### config.mk
export PLATFORM = sky130hd
export DESIGN_NAME = bias_act_stage
export DESIGN_NICKNAME = d
export VERILOG_FILES = /design/src/rtl/bias_act_stage_pkg.sv /design/src/rtl/bias_act_stage_requant_sat.sv /design/src/rtl/bias_act_stage.sv
export SDC_FILE = /design/constraint.sdc
export NUM_CORES = 1
export LEC_CHECK = 0
export BUFFER_PORTS_ARGS = -buffer_cell sky130_fd_sc_hd__buf_2
export CAP_MARGIN = 20
export CORE_MARGIN = 1
export CORE_UTILIZATION = 35
export CTS_CLUSTER_DIAMETER = 50
export DETAILED_ROUTE_END_ITERATION = 12
export GPL_TIMING_DRIVEN = 0
export MAX_ROUTING_LAYER = met4
export PLACE_DENSITY = 0.55
export SYNTH_ARGS = -nofsm -noshare
export SYNTH_HDL_FRONTEND = slang
export SYNTH_SLANG_ARGS = --single-unit
### constraint.sdc
create_clock -name clk -period 2.7 [get_ports clk]
set_clock_uncertainty 0.1 [all_clocks]
set_input_delay 0.27 -clock clk [delete_from_list [all_inputs] [get_ports clk]]
set_output_delay 0.27 -clock clk [all_outputs]
set_load 0.02 [all_outputs]
### src/rtl/bias_act_stage_pkg.sv
// bias_act_stage_pkg: shared conv-layer defaults, activation ceiling and FSM encoding.
// Used by bias_act_stage and requant_sat.
package bias_act_stage_pkg;
  localparam int ACC_W_DEF = 20;
  localparam int OC_DEF = 7;
  localparam int PIX_DEF = 675;
  localparam int SHIFT_DEF = 7;
  localparam logic [7:0] ACT_MAX = 8'd127;
  typedef enum logic [1:0] {ST_IDLE, ST_LOAD, ST_RUN, ST_FLUSH} state_e;
endpackage

### src/rtl/bias_act_stage_requant_sat.sv
// requant_sat: combinational ReLU, right-shift requantize, optional round, clamp to 0..127.
// Ports: sum (ACC_W+1 bit signed biased accumulator) -> q (8-bit activation).
// Build option: define BIAS_ACT_ROUND_EN for round-half-up, otherwise truncation.
module requant_sat
  import bias_act_stage_pkg::*;
#(
  parameter int ACC_W = ACC_W_DEF,
  parameter int SHIFT = SHIFT_DEF
) (
  input  logic [ACC_W:0] sum,
  output logic [7:0]     q
);
`ifdef BIAS_ACT_ROUND_EN
  localparam logic [ACC_W+1:0] RND = (ACC_W+2)'(1) << (SHIFT - 1);
`else
  localparam logic [ACC_W+1:0] RND = '0;
`endif
  logic [ACC_W+1:0] sh;
  // One extra bit keeps the rounding add from overflowing; only used when sum > 0.
  assign sh = ({sum[ACC_W], sum} + RND) >> SHIFT;
  assign q = (sum[ACC_W] || sum == '0) ? '0 : (|sh[ACC_W+1:7]) ? ACT_MAX : {1'b0, sh[6:0]};
endmodule

### src/rtl/bias_act_stage.sv
// bias_act_stage: channel sequencer + 2-stage bias add / ReLU / requantize / saturate pipeline.
// Ports: clk, rst (async active-low), start; acc/in_valid/in_ready input stream;
//        c_load/cout drive the bias ROM, bias returns the cycle after c_load;
//        out_data/out_ch/out_valid/out_ready output stream; busy, done status.
// Build option: BIAS_ACT_ROUND_EN selects round-half-up requantization.
module bias_act_stage
  import bias_act_stage_pkg::*;
#(
  parameter int ACC_W = ACC_W_DEF,
  parameter int OC = OC_DEF,
  parameter int PIX = PIX_DEF,
  parameter int SHIFT = SHIFT_DEF
) (
  input  logic             clk,
  input  logic             rst,
  input  logic             start,
  input  logic [ACC_W-1:0] acc,
  input  logic             in_valid,
  output logic             in_ready,
  output logic             c_load,
  output logic [3:0]       cout,
  input  logic [7:0]       bias,
  output logic [7:0]       out_data,
  output logic [3:0]       out_ch,
  output logic             out_valid,
  input  logic             out_ready,
  output logic             busy,
  output logic             done
);
  localparam int PW = $clog2(PIX + 2);
  state_e state_q, state_d;
  logic [3:0] cout_q, cout_d, s1_ch_q, s1_ch_d, out_ch_q, out_ch_d;
  logic [PW-1:0] pix_cnt_q, pix_cnt_d;
  logic [ACC_W:0] s1_sum_q, s1_sum_d;
  logic [7:0] out_data_q, out_data_d, q;
  logic s1_valid_q, s1_valid_d, out_valid_q, out_valid_d, done_q, done_d;
  logic advance, hs, last, last_ch;

  requant_sat #(.ACC_W(ACC_W), .SHIFT(SHIFT)) u_requant (.sum(s1_sum_q), .q(q));

  always_comb begin
    advance = !out_valid_q || out_ready;
    in_ready = state_q == ST_RUN && advance;
    hs = in_valid && in_ready;
    last = hs && pix_cnt_q == PW'(PIX);
    last_ch = cout_q == 4'(OC);
    state_d = state_q;
    cout_d = cout_q;
    pix_cnt_d = hs ? (last ? '0 : pix_cnt_q + PW'(1)) : pix_cnt_q;
    done_d = 1'b0;
    case (state_q)
      ST_IDLE: if (start) begin
        state_d = ST_LOAD;
        cout_d = '0;
        pix_cnt_d = '0;
      end
      ST_LOAD: state_d = ST_RUN;
      ST_RUN: if (last) begin
        state_d = last_ch ? ST_FLUSH : ST_LOAD;
        cout_d = last_ch ? cout_q : cout_q + 4'd1;
      end
      default: if (!s1_valid_q && !out_valid_q) begin
        state_d = ST_IDLE;
        done_d = 1'b1;
      end
    endcase
    // Bias is folded in at stage 1, so a ROM reload never touches in-flight samples.
    s1_valid_d = advance ? hs : s1_valid_q;
    s1_sum_d = advance ? {acc[ACC_W-1], acc} + {{(ACC_W-7){bias[7]}}, bias} : s1_sum_q;
    s1_ch_d = advance ? cout_q : s1_ch_q;
    out_valid_d = advance ? s1_valid_q : out_valid_q;
    out_data_d = advance ? (s1_valid_q ? q : '0) : out_data_q;
    out_ch_d = advance ? s1_ch_q : out_ch_q;
  end

  always_ff @(posedge clk or negedge rst) begin
    if (!rst) begin
      state_q <= ST_IDLE;
      cout_q <= '0;
      pix_cnt_q <= '0;
      done_q <= 1'b0;
      s1_valid_q <= 1'b0;
      s1_sum_q <= '0;
      s1_ch_q <= '0;
      out_valid_q <= 1'b0;
      out_data_q <= '0;
      out_ch_q <= '0;
    end else begin
      state_q <= state_d;
      cout_q <= cout_d;
      pix_cnt_q <= pix_cnt_d;
      done_q <= done_d;
      s1_valid_q <= s1_valid_d;
      s1_sum_q <= s1_sum_d;
      s1_ch_q <= s1_ch_d;
      out_valid_q <= out_valid_d;
      out_data_q <= out_data_d;
      out_ch_q <= out_ch_d;
    end
  end

  assign c_load = state_q == ST_LOAD;
  assign busy = state_q != ST_IDLE;
  assign cout = cout_q;
  assign done = done_q;
  assign out_valid = out_valid_q;
  assign out_data = out_data_q;
  assign out_ch = out_ch_q;
endmodule

==> results of run 1 <==
[layer usage]
metal | track usage, % | wire, µm | up-vias
li1 | - | - | 1469
met1 | 23.0 | 3960 | 1342
met2 | 26.6 | 3410 | 47
met3 | 2.16 | 198 | 6
met4 | 4.12 | 66 | 0
met5 | - | 0 | -
[logic make-up (layout without fill, tap and decap cells)]
group | Yosys count | after routing | share of synthesized area [%]
simple gates | 161 | 161 | 22.5
compound gates | 91 | 91 | 18.6
flops | 55 | 55 | 40.8
fa+ha+maj | 27 | 27 | 10.2
buf+inv | 20 | 82 | 2.38
xor+xnor | 18 | 18 | 4.68
mux | 2 | 2 | 0.631
other cells | 1 | 1 | 0.111
[flip-flops by register name, indices dropped and copies added, names as in the netlist]
signal	flops
out_valid	1
s1_valid_q	1
s1_ch_q	4
out_ch	4
s1_sum_q	21
done	1
state_q	2
out_data	7
pix_cnt_q	10
cout	4
[layout make-up]
class | instances | share of cell area, %
buffer | 11 | 1.18
clock buffer | 5 | 1.76
clock inverter | 3 | 0.480
inverter | 9 | 0.864
multi-input combinational | 300 | 48.9
sequential | 55 | 35.2
tap | 129 | 4.13
timing repair buffer | 54 | 7.43
[placed cells by master (no fill, tap or decap), types with 8 or more instances in the layout]
cell / n
clkbuf_1: 8
nand2_1: 61
o21ai_0: 20
ha_1: 26
inv_1: 9
and3_1: 8
and2_1: 8
buf_2: 52
nor3_1: 11
nand3_1: 11
a21o_1: 8
xor2_1: 13
a21oi_1: 23
dfrtp_1: 55
nor2_1: 36
[critical path: cells and delay by family]
family	cells	cell delay, ns
AOI/OAI and AO/OA	5	1.33
xor gates and xnor gates	1	0.20
adders and majority gates	2	0.61
buffers and inverters	1	0.10
[power breakdown]
group          internal [mW]  switching, mW
Sequential              1.08          0.198
Combinational          0.464          0.739
Clock                  0.183          0.269
[worst max path at each step]
stage                    start            to  slack (ns)
floorplan               acc[0]  s1_sum_q[14]        0.35
global placement        acc[0]  s1_sum_q[14]       -0.08
detailed placement      acc[0]  s1_sum_q[14]       -0.06
CTS                     acc[0]  s1_sum_q[14]        0.27
global route        state_q[0]  pix_cnt_q[5]        0.15
finish                  acc[0]  s1_sum_q[14]        0.26
==> results.md, run 1 <==
- Most common cell in the netlist: nand2_1
- Max incr delay on CP: ~0.43 ns
- Initial core utilization: 36.3%
- Leakage power figure: 1.90 nW
- Resize count post-CTS: 0
- Initial DRC count: ~110
- Slew HR: 61.3%
- First-pass DRT Iterations: 4
- Syn Nets: 435
- Total power: 2.93 mW
- Critical Path RT: 2.78 ns
- CP Max Fanout: 4
- Pwr dens: roughly 750 nW/µm²
- Final hold viol count: 0
- Reg2reg path depth: 7
- Largest net degree at the start of global routing: 37
- Initial antenna violation count: 0
- Hold Slack: approximately 0.067 ns
- Inst Count DP: between 500 and 600
- Postcts setup bufs: 0
- Critical path, cell by cell: buf_2 -> ha_1 -> fa_1 -> a21o_1 -> a221oi_2 -> a21oi_1 -> a311oi_1 -> xor2_1 -> a21oi_1
- Insertion delay of the later-clocked pin in the worst-skew pair: ~0.31 ns
- Async set-reset flop share out of synthesis: between 90% and 100%
- Post-route insts no fill: 566
- Max rail drop VDD: 0.266 mV
- Status: finished clean
- Clock transition at path regs: 0.10 ns
- Hold path depth: 2
- Seq/Total Area, Yosys: 40.8%
- Vias in the first global route: 2802
- DPL Wire Length: just under 6 mm
- Area grow syn2layout: 16.0%
- Gate Count Post-Synth: 375
- Ant diodes: 0
- Worst reg2reg setup slack: 0.36 ns
- Yosys top cell area share: around two fifths
- Fillers: 988
- Row Count: 35
- Hold Path Sink: pix_cnt_q[0]
- Fin crit period: 2.44 ns
- Fmax: 0.410 GHz
- Ys flop type: dfrtp_1
- Setup violators final: 0
- Slowest stage cell, crit path: a221oi_2
- First-pass GRT wire length: 13.1 mm
- Ports: between 50 and 60
- TNS Setup: 0 ns
- Syn Area/Cell: 8.99 µm²
- Post-route design area: ~4000 µm²
- Synth warn: 0
- Chip height: 100 µm
- Fin crit share: 90.4%
- DIE WIDTH: 100 µm
- Detailed Route WL: 7.64 mm
- Combined area of the multi-input logic cells: 1910 µm²
- Crit path DAT: between 2 and 3 ns
- Post-synth cell types: 59
- Vias: 2864
- Worst hold path startpoint: start
- Startpoint types: input pin
- Most area-consuming cells after synthesis: dfrtp_1 41%, ha_1 9.7%, nand2_1 6.8%, nor2_1 4.0%, a21oi_1 3.4%
- Seq cells post-synth: 55
- DRC Markers: 0
- Final setup margin: between 0.2 and 0.3 ns
- Root Buffer: clkbuf_8
- Hold buffers post-CTS: 1
- FF-to-FF Start: state_q[0]
- Die area: 10000 µm²
- Routed WL per cell: 13.5 µm
- Gr usage total: 16.8%
- Vias per cell: between 5 and 6
- Setup crit end kind: flip-flop
- H-tree Lvls: 2
- Critical setup path kind: in -> reg
- Hold Path Class: in -> reg
- Area leader, netlist: dfrtp_1
- # Max-Cap Violations: 0
- Worst-Margin Slew: between 0.5 and 0.6 ns
- CTS max path bufs: 2
- Most common cell on crit path: a21oi_1
- Slew Viols, Final: 0
- # nets final: 496
- Reg2reg end: cout[0]
- Final Util: 42.1%
- Gp weighted congestion: 0.786
- Final antenna-violating net count: 0
- Syn Std Cell Area: 3370 µm²
- CTS Buf Count: 5
- DP Area: 3810 µm²
- CTS sink cnt: 55
- Port bufs: 52
- Share of cells above drive strength 1: ~17%
- Post-synth top cells: 61 x nand2_1, 55 x dfrtp_1, 36 x nor2_1, 26 x ha_1, 23 x a21oi_1
- Pre-CTS setup slack: -0.0617 ns
- RSZ-0062 raised after global routing: no
- GRT overflow: 0
- CTS tree: yes
- Sequential Area: 1380 µm²
- Core area: 9280 µm²
- Number of flops mapped to enable cells by yosys: 0
No activity file was read; power rests on OpenSTA's default activity.
==> run 2: changes to the inputs <==
- CELL_PAD_IN_SITES_DETAIL_PLACEMENT: not set -> 1
- CELL_PAD_IN_SITES_GLOBAL_PLACEMENT: not set -> 1
- PLACE_DENSITY: 0.55 -> 0.68
==> run 2 against run 1 <==
Net effect:
- hold slack better by 0.0097 ns
- first-iteration DRC count down 53%
- wire length up 9.0%
- power up 4.6%
- register-to-register slack worse by 0.08 ns
- combinational power about the same
- non-clock buffer count unchanged
- die area unchanged
- worst setup slack worse by 0.078 ns
- critical path depth unchanged
- sequential power about the same
- fmax down 3.1%
- critical endpoint unchanged
- largest cell class unchanged
==> results.md, run 2 (synthesized netlist as in run 1, its figures left out) <==
- Port bufs: between 50 and 60
- Critical setup path kind: in -> reg
- Row Count: 35
- Most common cell on crit path: a21oi_1
- Fin crit share: roughly 93%
- Met2 wire length: 3.86 mm
- # nets final: 496
- # Max-Cap Violations: 0
- Resize count post-CTS: 0
- Core area: 9280 µm²
- CTS sink cnt: 55
- Sw Share: around 40%
- Worst path buffer plus inverter count: 1
- CTS max path bufs: 2
- DIE WIDTH: 100 µm
- Largest reg by FF count: s1_sum_q
- Clock transition at path regs: 0.09 ns
- GRT overflow: 0
- CP Max Fanout: 4
- Worst reg2reg setup slack: 0.28 ns
- Hold buffers post-CTS: 1
- RSZ-0062 raised after global routing: no
- Vias per cell: between 5 and 6
- Combinational Power Share: about two fifths
- FF-to-FF Start: state_q[0]
- Setup crit end kind: flip-flop
- Crit. Startpoint: acc[0]
- Critical Path RT: 2.78 ns
- First-pass DRT Iterations: 4
- First-pass GRT wire length: around 14 mm
- TNS Setup: 0 ns
- Clock share of power: about a fifth
- Root Buffer: clkbuf_8
- DRC Markers: 0
- Postcts setup bufs: 0
- Vias in the first global route: about 3000
- Fmax: 0.397 GHz
- Slew Viols, Final: 0
- Final Util: 42.4%
- Initial DRC count: 51
- Delay-heaviest family, CP: compound AO/OA/AOI/OAI gates
- Hold Slack: 0.0764 ns
- Gr usage total: roughly 18%
- Final antenna-violating net count: 0
- Max incr delay on CP: 0.43 ns
- Status: finished clean
- Fin crit period: 2.52 ns
- Gp weighted congestion: 0.783
- Worst-Margin Slew: a little under 0.6 ns
- Top sig layer: met4
- Pwr dens: 779 nW/µm²
- CTS tree: yes
- Detailed Route WL: 8.32 mm
- Startpoint types: input pin
- Crit path DAT: about 2.6 ns
- H-tree Lvls: 2
- Initial core utilization: 36.3%
- Sequential power share: a little over two fifths
- Worst hold path startpoint: start
- Hold Path Class: in -> reg
- Vias: 2947
- Ports: 54
- Share of cells above drive strength 1: 16.9%
- Wl on met1: around 4.3 mm
- Chip height: between 100 and 150 µm
- Setup violators final: 0
- Slew HR: 61.2%
- Critical path, cell by cell: buf_2 -> ha_1 -> fa_1 -> a21o_1 -> a221oi_2 -> a21oi_1 -> a311oi_1 -> xor2_1 -> a21oi_1
- Largest register FFs: 21
- Routed WL per cell: 14.7 µm
- Insertion delay of the later-clocked pin in the worst-skew pair: about 0.31 ns
- Final hold viol count: 0
- Slowest stage cell, crit path: a311oi_1
- Post-route design area: 3940 µm²
- Met3 wire len: 162 µm
- Die area: 10000 µm²
- Switching power of the nets: 1.22 mW
- DP Area: 3810 µm²
- CTS Buf Count: 5
- Internal power: between 1.5 and 2 mW
- DPL Wire Length: 6.47 mm
- Most frequent cells in the layout: 61 x nand2_1, 55 x dfrtp_1, 52 x buf_2
- Area grow syn2layout: 16.9%
- Leakage power figure: 1.91 nW
- Ant diodes: 0
- Initial antenna violation count: 0
- Most common cell after layout, fill and taps aside: nand2_1
- Largest net degree at the start of global routing: 32
- Max rail drop VDD: around 0.26 mV
-- run 2: cell types whose count changed in the layout (fill, tap and decap cells not counted), sizes merged --
cell | before | now
bufinv | 0 | 1
clkbuf | 14 | 15
clkinv | 2 | 1
inv | 10 | 9
-- run 2: final timing paths --
kind / end / cells past startpoint
worst max-delay path: s1_sum_q[14] / 9
worst min-delay path: pix_cnt_q[0] / 2
worst max register to register: cout[0] / 7
worst min register to register: out_ch[3] / 2
max in group asynchronous: state_q[1] / 3
min in group asynchronous: s1_sum_q[3] / 2
-- run 2: area by class of cell --
| class | instances | area, µm² |
|---|---|---|
| tap | 129 | 161 |
| inverter | 9 | 33.8 |
| clock buffer | 6 | 82.6 |
| multi-input combinational | 300 | 1910 |
| fill | 1140 | 5350 |
| buffer | 11 | 46.3 |
| clock inverter | 2 | 35.0 |
| sequential | 55 | 1380 |
| timing repair buffer | 54 | 290 |
-- run 2: stage by stage --
step	std cells	power, mW	setup slack [ns]
floorplan	375	2.10	0.353
global placement	556	2.48	-0.124
detailed placement	557	2.53	-0.157
CTS	566	3.10	0.173
global route	566	3.30	0.0241
finish	566	3.07	0.181
-- run 2: routing by layer --
metal / GRT usage (%) / vias to the layer above
met1: 25.1 / 1447
li1: - / 1454
met4: 3.34 / 0
met2: 29.7 / 42
met5: - / -
met3: 2.09 / 4
-- run 2: power groups by stage --
stage	combinational [mW]	clock (mW)	sequential, mW
4_1_cts	1.24	0.582	1.28
2_1_floorplan	0.753	0	1.35
6_report	1.22	0.571	1.28
3_5_place_dp	1.23	0	1.30
5_1_grt	1.37	0.613	1.32
3_3_place_gp	1.19	0	1.29
